$ cat config.mk
export PLATFORM = sky130hd
export DESIGN_NAME = uart_tx_fifo
export DESIGN_NICKNAME = d
export VERILOG_FILES = /design/src/rtl/uart_pkg.sv /design/src/rtl/sync_fifo.sv /design/src/rtl/uart_tx_fifo.sv
export SDC_FILE = /design/constraint.sdc
export NUM_CORES = 1
export LEC_CHECK = 0
export ABC_AREA = 1
export CORE_MARGIN = 3
export CORE_UTILIZATION = 50
export DETAILED_ROUTE_END_ITERATION = 7
export GPL_TIMING_DRIVEN = 0
export PLACE_DENSITY = 0.69
export SLEW_MARGIN = 20
export SYNTH_ARGS = -nofsm -noshare
export SYNTH_HDL_FRONTEND = slang
export SYNTH_SLANG_ARGS = --single-unit
$ cat constraint.sdc
create_clock -name clk -period 2.5 [get_ports clk]
set_clock_uncertainty 0.1 [all_clocks]
set_input_delay 0.5 -clock clk [delete_from_list [all_inputs] [get_ports clk]]
set_output_delay 0.5 -clock clk [all_outputs]
set_load 0.01 [all_outputs]
$ cat src/rtl/uart_pkg.sv
// rtl/uart_pkg.sv - shared UART TX state encoding, frame constants and baud divisor helper.
// Frame length depends on UART_TX_PARITY_EN.
package uart_pkg;

  typedef enum logic [2:0] {
    ST_IDLE   = 3'd0,
    ST_START  = 3'd1,
    ST_DATA   = 3'd2,
    ST_PARITY = 3'd3,
    ST_STOP   = 3'd4
  } uart_state_t;

  localparam int START_BITS = 1;
  localparam int DATA_BITS  = 8;
  localparam int STOP_BITS  = 1;
`ifdef UART_TX_PARITY_EN
  localparam int PARITY_BITS = 1;
`else
  localparam int PARITY_BITS = 0;
`endif
  localparam int FRAME_BITS = START_BITS + DATA_BITS + PARITY_BITS + STOP_BITS;

  function automatic int baud_divisor(input int clock_frequency, input int baud_rate);
    return clock_frequency / baud_rate;
  endfunction

endpackage

$ cat src/rtl/sync_fifo.sv
// rtl/sync_fifo.sv - synchronous FIFO with count register resolving full/empty.
// Read data is the combinational head entry; push is ignored when full, pop when empty.
module sync_fifo #(
  parameter int WIDTH = 8,
  parameter int DEPTH = 16,
  localparam int AW = $clog2(DEPTH),
  localparam int CW = $clog2(DEPTH + 1)
) (
  input  logic             clk,
  input  logic             rst_n,
  input  logic             push,
  input  logic [WIDTH-1:0] wr_data,
  input  logic             pop,
  output logic [WIDTH-1:0] rd_data,
  output logic             full,
  output logic             empty,
  output logic [CW-1:0]    count
);

  logic [WIDTH-1:0] mem [DEPTH];
  logic [AW-1:0]    wr_ptr;
  logic [AW-1:0]    rd_ptr;
  logic [CW-1:0]    count_q;
  logic             do_push;
  logic             do_pop;

  assign full    = (count_q == CW'(DEPTH));
  assign empty   = (count_q == '0);
  assign count   = count_q;
  assign rd_data = mem[rd_ptr];
  assign do_push = push && !full;
  assign do_pop  = pop && !empty;

  // Pointers wrap naturally because DEPTH is a power of two.
  always_ff @(posedge clk or negedge rst_n) begin
    if (!rst_n) begin
      wr_ptr  <= '0;
      rd_ptr  <= '0;
      count_q <= '0;
    end else begin
      if (do_push) wr_ptr <= wr_ptr + AW'(1);
      if (do_pop)  rd_ptr <= rd_ptr + AW'(1);
      if (do_push && !do_pop)
        count_q <= count_q + CW'(1);
      else if (!do_push && do_pop)
        count_q <= count_q - CW'(1);
    end
  end

  always_ff @(posedge clk) begin
    if (do_push) mem[wr_ptr] <= wr_data;
  end

endmodule

$ cat src/rtl/uart_tx_fifo.sv
// rtl/uart_tx_fifo.sv - FIFO-buffered 8N1 UART transmitter, LSB first, registered tx.
// Defining UART_TX_PARITY_EN adds an even-parity bit between data and stop.
module uart_tx_fifo
  import uart_pkg::*;
#(
  parameter int CLOCK_FREQUENCY = 27000000,
  parameter int BAUD_RATE       = 115200,
  parameter int FIFO_DEPTH      = 16
) (
  input  logic                               clk,
  input  logic                               rst_n,
  input  logic                               start_uart,
  input  logic [7:0]                         data,
  output logic                               tx,
  output logic                               ready,
  output logic                               busy,
  output logic [$clog2(FIFO_DEPTH+1)-1:0]    fifo_count
);

  localparam int BAUD_DIVISOR = baud_divisor(CLOCK_FREQUENCY, BAUD_RATE);
  localparam int CW  = $clog2(FIFO_DEPTH + 1);
  localparam int BCW = $clog2(BAUD_DIVISOR + 1);

  uart_state_t    state;
  uart_state_t    state_next;
  logic [BCW-1:0] baud_cnt;
  logic [BCW-1:0] baud_next;
  logic [2:0]     bit_idx;
  logic [2:0]     bit_next;
  logic [7:0]     shifter;
  logic [7:0]     shifter_next;
  logic           tx_q;
  logic           tx_next;
  logic           baud_last;

  logic           fifo_pop;
  logic [7:0]     fifo_head;
  logic           fifo_full;
  logic           fifo_empty;
  logic [CW-1:0]  fifo_cnt;

`ifdef UART_TX_PARITY_EN
  logic           parity_q;
  logic           parity_next;
`endif

  sync_fifo #(
    .WIDTH (8),
    .DEPTH (FIFO_DEPTH)
  ) u_fifo (
    .clk     (clk),
    .rst_n   (rst_n),
    .push    (start_uart),
    .wr_data (data),
    .pop     (fifo_pop),
    .rd_data (fifo_head),
    .full    (fifo_full),
    .empty   (fifo_empty),
    .count   (fifo_cnt)
  );

  assign baud_last  = (baud_cnt == BCW'(BAUD_DIVISOR - 1));
  assign tx         = tx_q;
  assign ready      = !fifo_full;
  assign busy       = (state != ST_IDLE) || !fifo_empty;
  assign fifo_count = fifo_cnt;

  always_ff @(posedge clk or negedge rst_n) begin
    if (!rst_n) begin
      state    <= ST_IDLE;
      baud_cnt <= '0;
      bit_idx  <= '0;
      shifter  <= '0;
      tx_q     <= 1'b1;
`ifdef UART_TX_PARITY_EN
      parity_q <= 1'b0;
`endif
    end else begin
      state    <= state_next;
      baud_cnt <= baud_next;
      bit_idx  <= bit_next;
      shifter  <= shifter_next;
      tx_q     <= tx_next;
`ifdef UART_TX_PARITY_EN
      parity_q <= parity_next;
`endif
    end
  end

  always_comb begin
    state_next   = state;
    baud_next    = baud_cnt + BCW'(1);
    bit_next     = bit_idx;
    shifter_next = shifter;
    fifo_pop     = 1'b0;
    tx_next      = 1'b1;

    case (state)
      ST_IDLE: begin
        baud_next = '0;
        if (!fifo_empty) begin
          fifo_pop     = 1'b1;
          shifter_next = fifo_head;
          state_next   = ST_START;
        end
      end
      ST_START: begin
        if (baud_last) begin
          baud_next  = '0;
          bit_next   = '0;
          state_next = ST_DATA;
        end
      end
      ST_DATA: begin
        if (baud_last) begin
          baud_next    = '0;
          shifter_next = shifter >> 1;
          if (bit_idx == 3'd7) begin
`ifdef UART_TX_PARITY_EN
            state_next = ST_PARITY;
`else
            state_next = ST_STOP;
`endif
          end else begin
            bit_next = bit_idx + 3'd1;
          end
        end
      end
`ifdef UART_TX_PARITY_EN
      ST_PARITY: begin
        if (baud_last) begin
          baud_next  = '0;
          state_next = ST_STOP;
        end
      end
`endif
      ST_STOP: begin
        if (baud_last) begin
          baud_next = '0;
          // Chain straight into the next start bit so bursts have no idle gap.
          if (!fifo_empty) begin
            fifo_pop     = 1'b1;
            shifter_next = fifo_head;
            state_next   = ST_START;
          end else begin
            state_next = ST_IDLE;
          end
        end
      end
      default: begin
        baud_next  = '0;
        state_next = ST_IDLE;
      end
    endcase

`ifdef UART_TX_PARITY_EN
    // Parity is latched at load time because the shifter is consumed during DATA.
    parity_next = fifo_pop ? ^fifo_head : parity_q;
`endif

    // tx is registered, so it is driven from the state being entered.
    case (state_next)
      ST_START:  tx_next = 1'b0;
      ST_DATA:   tx_next = shifter_next[0];
`ifdef UART_TX_PARITY_EN
      ST_PARITY: tx_next = parity_next;
`endif
      default:   tx_next = 1'b1;
    endcase
  end

endmodule

# Word-level counts from Yosys, hierarchy flattened
# Memory sizes are Yosys's and may differ from the RTL's.
# Index checks and enable logic that the tools add are counted.
# classes
add_sub_neg,6
multipliers,0
div_mod_pow,0
n_lt_le_gt_ge,0
eq_ne,12
n_shift,0
n_mux,25
n_bitwise,0
reduce_logical,18
# ops
cell,n
$mux 8,5
$mux 3,8
$pmux 8 s3,1
$pmux 3 s4,1
$mux 5,2
$add 4x1->4 const B,2
$add 8x1->8 const B,1
$eq 8x8->1 const B,1
$ne 2x2->1 const B,4
$eq 3x1->1 const B,2
$eq 3x2->1 const B,2
$eq 3x3->1 const B,2
$pmux 3 s2,1
$reduce_bool 3->1,2
$add 5x1->5 const B,1
$eq 5x5->1 const B,1
$logic_not 5->1,1
$mux 1,5
$sub 5x1->5 const B,1
$logic_and 1x1->1,4
$logic_not 1->1,4
$pmux 1 s2,2
$reduce_and 4->1,1
$reduce_bool 2->1,2
other kinds (5),5
# totals
reg_bits,36
latch_bits,0
mem_bits_rw,128
mem_bits_ro,0
in_bits,11
elab_cells,71
memories,1
# mem_list
memory,words,word_bits,rd,rd_clocked_by_memory_dff,wr,line_no,text
u_fifo.mem,16,8,1,0,1,sync_fifo.sv:20,logic [WIDTH-1:0] mem [DEPTH];

# Longest topological paths before layout
# Gate-level depths: netlist of the first run.
# depth
word_depth,8
mapped_depth,16

# Modules after synthesis
# A second synthesis of the first run with hierarchy kept.
# hier_totals
hier_cells,773
area_unflattened_um2,7542.2
# modules_own_cells
module,n_inst,cells_per_inst,area_each_um2,seq_area_each_um2
sync_fifo,1,620,6243.5,4169.0
uart_tx_fifo,1,153,1298.7,576.8

# Worst setup path after synthesis of the first run
# OpenSTA, ideal clock, no wires.
# synth_timing
kind,register -> register
start,register baud_cnt[1]
end,register u_fifo.count_q[4] (netlist: u_fifo.count[4])
setup_ps,79
arrival_ps,2408
t_required_ps,2321
path_slack_ps,-87
path_stages_with_launch,16
path_buffers,0
synth_period_minus_slack_ps,2587
path_cell_list,dfrtp_1 inv_1 ha_1 nand2_1 nor2_2 nand3_1 o21ai_4 inv_2 ha_1 inv_1 ha_1 a21o_1 o21ai_0 nand2_1 nor2_1 xor2_1
# synth_between
elab_chain_cells,7
elab_cells_between_ends,9
classes_between,eq/ne: 1; mux: 3; reduce/logical: 5
# synth_lines
item,line_no,text
from (decl),uart_tx_fifo.sv:26,logic [BCW-1:0] baud_cnt;
from (signal assigned),uart_tx_fifo.sv:80,baud_cnt <= baud_next;
$eq 8x8->1 (*),uart_tx_fifo.sv:62,assign baud_last = (baud_cnt == BCW'(BAUD_DIVISOR - 1));
$mux 1 (*),uart_tx_fifo.sv:138,if (baud_last) begin
$pmux 1 s2 (*),uart_tx_fifo.sv:98,case (state)
$logic_and 1x1->1 (*),sync_fifo.sv:32,assign do_pop = pop && !empty;
$logic_not 1->1,sync_fifo.sv:43,if (do_push && !do_pop)
$logic_and 1x1->1,sync_fifo.sv:43,
$mux 5 / $reduce_bool 2->1 (equally long branches),n/a,
to (signal assigned),sync_fifo.sv:44,count_q <= count_q + CW'(1);
to (signal assigned),sync_fifo.sv:46,count_q <= count_q - CW'(1);
to (decl),sync_fifo.sv:23,logic [CW-1:0] count_q;
# Every way passes the cells marked *; elsewhere a longest branch is shown, timed or not.
# A chain may end at the register's enable or synchronous reset.

# Worst setup path in the final report of the first run
# Ends and elaborated chain as after synthesis.

==> results.json, run 1 <==
{
  "status": "complete, no violations",
  "htree_num_levels": 4,
  "antenna_found_initial": 0,
  "cts_buffers": 17,
  "ioPinCount": 19,
  "postRouteAntennaNets": 0,
  "clkSlewWorstSetupHoldPaths_ns": 0.06,
  "swShare": 0.250,
  "synthCells": 692,
  "finalNonFillerCells": 933,
  "placed_cell_area_mm2": 0.00772,
  "criticalPathCategory": "reg -> reg",
  "pwr-share-clk": 0.390,
  "crit_end": "u_fifo.count[4]$_DFFE_PN0P_",
  "diodes": 0,
  "synth_warnings": 0,
  "fp.dieW_um": 127,
  "total_power_mw": 7.20,
  "cp.required_ns": 2.75,
  "synthArstFlopShare": 0.220,
  "grt_pass1_wl_mm": 26.5,
  "ir_drop_mv": 0.485,
  "io_buffers": 18,
  "synth_edf_count": 128,
  "wl_mm": 16.9,
  "grt_overflow_total": 0,
  "p_leak_nw": 3.35,
  "end_kind": "flip-flop",
  "fin_crit_sh": 0.985,
  "drt_iter0_markers": 543,
  "dp_slack_ns": -0.315,
  "worstPathMaxFanout": 6,
  "start_kind": "flip-flop",
  "ys_seq_area_frac": 0.651,
  "rows": 43,
  "clkSinkCount": 164,
  "dp.cells": 891,
  "ys_ff_latch": 164,
  "avgRoutedWirePerCell_um": 18.1,
  "seq_power_share": 0.470,
  "r2r_start": "baud_cnt[1]$_DFF_PN0_",
  "ctsLongestPathBuffers": 2,
  "p_comb_frac": 0.139,
  "arrival_ns": 2.71,
  "fin_nets": 766,
  "synth_cell_types": 41,
  "layout-drive-gt1-share": 0.133,
  "synthesis.area_mm2": 0.00729,
  "pwr_density_cell_mw_per_mm2": 844,
  "tightestPinTransition_ns": 0.861,
  "routed_via_density": 5.47,
  "slowest_delay_ns": 0.38,
  "area_growth_syn_to_layout_pct": 17.1,
  "synth_area_leader_cell": "edfxtp_1",
  "drt_first_pass_iters": 5,
  "final_common_cell": "nor2_1",
  "p_switching_mw": 1.80,
  "grt_max_degree": 32,
  "critical_path.cell_chain": "inv_1, ha_1, nand2_2, nor2_4, nand3_4, o21ai_4, inv_2, ha_4, inv_6, ha_4, a21o_1, o21ai_1, nand2_1, nor2_2, xor2_1",
  "core-area_mm2": 0.0140,
  "cts_tree": "built",
  "p_int_mw": 5.40,
  "nFillCells": 1105,
  "die_area_mm2": 0.0161,
  "root_buffer": "clkbuf_16",
  "synth.top_cell.area_share": 0.527,
  "ys.flop_type": "edfxtp_1",
  "vias": 5105,
  "cpMostUsedCell": "ha_4",
  "worstHoldPathType": "in -> async",
  "rr_endpoint": "u_fifo.count[4]$_DFFE_PN0P_",
  "hold_violations": 0,
  "grt_pass1_vias": 5033,
  "rsz0062_at_grt": "yes",
  "grt_use_total": 0.217,
  "ys_top_cells_by_area": "edfxtp_1 53%, dfrtp_1 12%, nor2_1 7.4%, nand2_1 5.9%, nand3_1 5.0%",
  "rrSetupSlack_ns": 0.04,
  "die_y_um": 127,
  "drc_errors": 0,
  "fin_ws_ns": 0.0366,
  "most-common-layout-cells": "140 x nor2_1, 128 x edfxtp_1, 112 x nand2_1, 72 x nand3_1, 43 x inv_1",
  "initial_core_util": 0.519,
  "final_core_util": 0.608,
  "crit_start": "baud_cnt[1]$_DFF_PN0_",
  "slew_headroom": 0.424,
  "finalInstanceArea_mm2": 0.00853,
  "clock.fmax_ghz": 0.406,
  "clk_latency_ns": 0.43,
  "finalCriticalPeriod_ns": 2.46,
  "slowest_stage": "dfrtp_1",
  "worst_r2r_path_depth": 15,
  "drv_cap": 0,
  "place.detailed.hpwl_mm": 11.2,
  "syn-num-nets": 718,
  "routabilityCongestion": 0.899,
  "setup_violations": 0,
  "avgSynthCellArea_um2": 10.5,
  "slew_violations": 0
}
## layout make-up
| type | instances | area [um^2] | area share |
|---|---|---|---|
| flip-flops and latches | 164 | 4750 | 0.557 |
| inverters | 55 | 213 | 0.0249 |
| clock inverters | 13 | 205 | 0.0240 |
| clock buffers | 19 | 433 | 0.0507 |
| well taps | 180 | 225 | 0.0264 |
| plain buffers | 26 | 149 | 0.0174 |
| repair buffers | 29 | 275 | 0.0323 |
| multi-input cells | 447 | 2280 | 0.267 |
## per-layer routing
layer / track usage / share of wire / vias up
li1: - / - / 2430
met1: 0.291 / 0.42 / 2463
met2: 0.350 / 0.48 / 182
met3: 0.0429 / 0.072 / 30
met4: 0.0845 / 0.026 / 0
met5: 0 / 0 / -
## metrics by stage
step,setup TNS [ns],hold WS [ns]
floorplan,0,0.104
global placement,-0.319,0.378
detailed placement,-0.602,0.240
CTS,-0.0217,0.326
global route,-0.187,0.361
finish,0,0.348
## repair_timing
item / 4_1_cts / 5_1_grt
pin swaps: 3 / 3
hold buffers: 1 / 0
setup endpoints to repair: 3 / 3
endpoints found under the hold margin: 5 / 0
buffers inserted: 2 / 7
gates resized for setup: 7 / 17
## critical path, delay by kind of cell, from the launching register on
kind | cells | cell delay (ns)
buf+inv | 3 | 0.22
xor+xnor | 1 | 0.14
compound gates | 3 | 0.49
fa+ha+maj | 3 | 0.55
simple gates | 5 | 0.49
flops | 1 | 0.38
## cells by family (layout without fill, tap and decap cells)
| kind of cell | after synthesis | after routing | share of synthesized area |
|---|---|---|---|
| flops | 164 | 164 | 0.651 |
| compound gates | 68 | 68 | 0.0544 |
| xor+xnor | 12 | 12 | 0.0144 |
| simple gates | 352 | 352 | 0.204 |
| buf+inv | 81 | 142 | 0.0488 |
| fa+ha+maj | 15 | 15 | 0.0268 |
## Yosys cell counts, types with 2 or more instances
master / instances
o21ai_1: 8
buf_2: 14
nor3_1: 6
dfrtp_1: 35
inv_1: 44
nor2_2: 3
clkinv_1: 3
a32o_1: 2
and3_1: 2
nand2_1: 115
xor2_1: 9
a21oi_1: 15
xnor2_1: 3
buf_4: 3
nor2_4: 2
nand3_1: 73
edfxtp_1: 128
nor2_1: 143
ha_1: 14
o21ai_2: 2
o21ai_0: 32
clkbuf_1: 5
inv_2: 8
buf_6: 3
o211ai_1: 3
nand4_1: 2
## how the worst min path moves through the flow
stage	endpoint	startpoint	slack, ns	cells after the start
floorplan	baud_cnt[0]$_DFF_PN0_	rst_n	0.10	0
global placement	baud_cnt[0]$_DFF_PN0_	baud_cnt[0]$_DFF_PN0_	0.38	1
detailed placement	baud_cnt[2]$_DFF_PN0_	rst_n	0.24	1
CTS	baud_cnt[2]$_DFF_PN0_	rst_n	0.33	2
global route	baud_cnt[2]$_DFF_PN0_	rst_n	0.36	2
finish	baud_cnt[6]$_DFF_PN0_	rst_n	0.35	2
## flip-flops by register name, indices dropped and copies added (netlist names)
name           flops
shifter            8
bit_idx            3
baud_cnt           8
tx                 1
u_fifo.count       5
u_fifo.rd_ptr      4
state              3
u_fifo.wr_ptr      4
u_fifo.mem       128
## power groups by stage
stage | combinational, mW | sequential, mW | clock, mW
after floorplan | 0.510 | 3.41 | 0
after global routing | 1.11 | 3.41 | 2.96
after detailed placement | 0.858 | 3.43 | 0
after global placement | 0.813 | 3.41 | 0
final | 1.00 | 3.39 | 2.81
after CTS | 0.889 | 3.38 | 2.83
Power figures use the tool's default switching activity.
==> run 2, diff against run 1 <==
--- a/config.mk
+++ b/config.mk
@@ -5,7 +5,6 @@
 export SDC_FILE = /design/constraint.sdc
 export NUM_CORES = 1
 export LEC_CHECK = 0
-export ABC_AREA = 1
 export CORE_MARGIN = 3
 export CORE_UTILIZATION = 50
 export DETAILED_ROUTE_END_ITERATION = 7
==> run 2 against run 1 <==
  * Register-to-register slack worse by 0.57 ns
  * Maximum frequency is 19% lower
  * The run now ends with setup timing left
  * Hold slack better by 0.082 ns
  * Final cell count is 29% lower
  * Global-route usage is 1.4 points lower
  * Clock power is 6% lower
  * Core utilization is 0.56 points higher
  * Flip-flop and latch count stayed put
  * Combinational power is 6% higher
  * Synthesized cell count is 38% lower
  * Total power is 1.5% lower
  * Critical path depth is 2 lower
==> results.json, run 2 <==
{
  "fp.dieW_um": 123,
  "setup_violations": 4,
  "slowest_delay_ns": 0.41,
  "ys_seq_area_frac": 0.690,
  "layout-drive-gt1-share": 0.253,
  "worstHoldPathType": "reg -> reg",
  "start_kind": "flip-flop",
  "synth_compound_area_frac": 0.0591,
  "synthesis.area_mm2": 0.00688,
  "place.detailed.hpwl_mm": 9.10,
  "criticalPathCategory": "reg -> reg",
  "tightestPinTransition_ns": 0.994,
  "pwr_density_cell_mw_per_mm2": 866,
  "diodes": 0,
  "drc_errors": 0,
  "ys_ff_latch": 164,
  "final_core_util": 0.613,
  "root_buffer": "clkbuf_16",
  "grt_overflow_total": 0,
  "routed_via_density": 5.75,
  "clk_latency_ns": 0.43,
  "status": "finished with violations",
  "finalCriticalPeriod_ns": 3.03,
  "clock.fmax_ghz": 0.330,
  "slew_violations": 0,
  "dp_slack_ns": -1.07,
  "area_growth_syn_to_layout_pct": 19.0,
  "grtUsageMet3": 0.0512,
  "die_area_mm2": 0.0152,
  "finalNonFillerCells": 667,
  "drt_first_pass_iters": 4,
  "ys_top_cells_by_area": "edfxtp_1 56%, dfrtp_1 13%, mux4_2 9.2%, ha_1 2.5%, nor2_1 1.6%",
  "synth_edf_count": 128,
  "core-area_mm2": 0.0133,
  "ctsLongestPathBuffers": 2,
  "multiInputGateArea_mm2": 0.00214,
  "synth_adder_area_share": 0.0300,
  "io_buffers": 18,
  "final_common_cell": "edfxtp_1",
  "clkSinkCount": 164,
  "synthXorXnorAreaFrac": 0.0204,
  "grt_use_total": 0.203,
  "synth_most_common_cell": "edfxtp_1",
  "synthArstFlopShare": 0.220,
  "synth_area_leader_cell": "edfxtp_1",
  "hold_violations": 0,
  "arrival_ns": 3.29,
  "avgRoutedWirePerCell_um": 20.7,
  "rsz0062_at_grt": "yes",
  "top_register": "u_fifo.mem",
  "seqCellArea_mm2": 0.00475,
  "busiest_layer": "met2",
  "clkSlewWorstSetupHoldPaths_ns": 0.06,
  "violations": "setup timing",
  "die_y_um": 123,
  "yosys-mux-area-fraction": 0.105,
  "synth_top_cells_by_count": "128 x edfxtp_1, 35 x dfrtp_1, 30 x nor2_1",
  "fin_ws_ns": -0.533,
  "worstPathMaxFanout": 3,
  "synth_cell_types": 52,
  "routabilityCongestion": 0.847,
  "drt_iter0_markers": 438,
  "yosys.area_share.simple": 0.0760,
  "syn-num-nets": 453,
  "avgSynthCellArea_um2": 16.1,
  "ys.flop_type": "edfxtp_1",
  "ir_drop_mv": 0.696,
  "grt_pass1_vias": 3990,
  "cts_buffers": 17,
  "drv_cap": 0,
  "fin_crit_sh": 1.21,
  "most-common-layout-cells": "128 x edfxtp_1, 34 x dfrtp_1, 28 x mux4_2, 24 x nand2_1, 18 x nor2_1",
  "rows": 42,
  "use_met1": 0.266,
  "htree_num_levels": 4,
  "synthCells": 427,
  "slowest_stage": "or3_4",
  "critical_path.cell_chain": "nand4b_1, or3_4, a2111oi_4, buf_4, inv_8, ha_4, inv_4, ha_4, nor2b_1, o21a_1, or3_1, a21oi_2, xor2_1",
  "largest_reg_flops": 128,
  "p_leak_nw": 2.90,
  "reg_top3": "u_fifo.mem (128), baud_cnt (8), shifter (8)",
  "synth_warnings": 0,
  "cts_tree": "built",
  "initial_core_util": 0.515,
  "grt_max_degree": 20,
  "end_kind": "flip-flop",
  "synth.top_cell.area_share": 0.559,
  "vias": 3836,
  "nFillCells": 963,
  "synth_top_family_by_area": "multiplexers",
  "grt_pass1_wl_mm": 22.2,
  "slew_headroom": 0.327,
  "cp.required_ns": 2.75,
  "dp.cells": 624,
  "ioPinCount": 19,
  "cpMostUsedCell": "ha_4",
  "wl_mm": 13.8,
  "postRouteAntennaNets": 0,
  "antenna_found_initial": 0,
  "gr-usage-met2": 0.328,
  "fin_nets": 504
}
[run 2: cell types whose count changed after synthesis, sizes merged, moves of 28 or more]
cell   previous run  this run
nor2            148        30
nand3            73        14
inv              52        14
o21ai            43         9
mux4              0        28
nand2           116        25
[run 2: cells by family after synthesis]
kind of cell | Yosys count
flip-flops | 164
buffers and inverters | 34
AO/OA/AOI/OAI | 54
XOR/XNOR | 16
adder cells (fa/ha/maj) | 16
AND/OR/NAND/NOR | 106
multiplexers | 37
[run 2: worst paths after layout]
| path | from | endpoint | slack [ns] | cells past startpoint |
|---|---|---|---|---|
| setup / recovery | baud_cnt[2]$_DFF_PN0_ | u_fifo.count[4]$_DFFE_PN0P_ | -0.53 | 13 |
| max in group asynchronous | rst_n | tx$_DFF_PN1_ | 1.31 | 3 |
| hold / removal | bit_idx[2]$_DFFE_PN0P_ | bit_idx[2]$_DFFE_PN0P_ | 0.43 | 1 |
| min in group asynchronous | rst_n | baud_cnt[5]$_DFF_PN0_ | 0.46 | 2 |
| hold reg to reg | bit_idx[2]$_DFFE_PN0P_ | bit_idx[2]$_DFFE_PN0P_ | 0.43 | 1 |
| setup reg to reg | baud_cnt[2]$_DFF_PN0_ | u_fifo.count[4]$_DFFE_PN0P_ | -0.53 | 13 |
[run 2: routing by layer]
metal / up-vias / part of all wire
met1: 1939 / 0.42
met2: 111 / 0.50
li1: 1765 / -
met4: 0 / 0.019
met3: 21 / 0.054
met5: - / 0
[run 2: cell type report]
type / instances / share of cell area
plain buffers: 16 / 0.00902
well taps: 176 / 0.0269
inverters: 14 / 0.00764
clock buffers: 18 / 0.0524
multi-input cells: 229 / 0.262
clock inverters: 14 / 0.0209
repair buffers: 36 / 0.0413
flip-flops and latches: 164 / 0.580
[run 2: report_power, final]
part	switching, mW	internal [mW]
Combinational	0.634	0.424
Clock	1.07	1.58
Sequential	0.146	3.24
Total	1.85	5.24
[run 2: timing repair]
| action | in CTS | in global routing |
|---|---|---|
| pin swaps | 7 | 5 |
| setup endpoints to repair | 127 | 137 |
| buffers inserted | 11 | 3 |
| resized for setup | 24 | 17 |
| endpoints found under the hold margin | 17 | 0 |
| hold buffers | 1 | 0 |
[run 2: critical path, delay by kind of cell (launching register included)]
kind / cells / cell delay (ns)
and+or+nand+nor: 4 / 1.06
buffers and inverters: 3 / 0.31
AOI/OAI and AO/OA: 3 / 0.61
xor gates and xnor gates: 1 / 0.15
adders and majority gates: 2 / 0.35
DFF: 1 / 0.38
[run 2: metrics by stage]
stage               power [mW]  TNS (ns)  hold slack (ns)  instance area, um^2
floorplan                 3.94     -1.14            0.104                 6910
global placement          4.25    -66.25            0.389                 7310
detailed placement        4.34    -48.65            0.378                 7370
CTS                       7.08     -1.77            0.427                 8120
global route              7.40     -1.57            0.455                 8190
finish                    7.09     -1.05            0.430                 8190
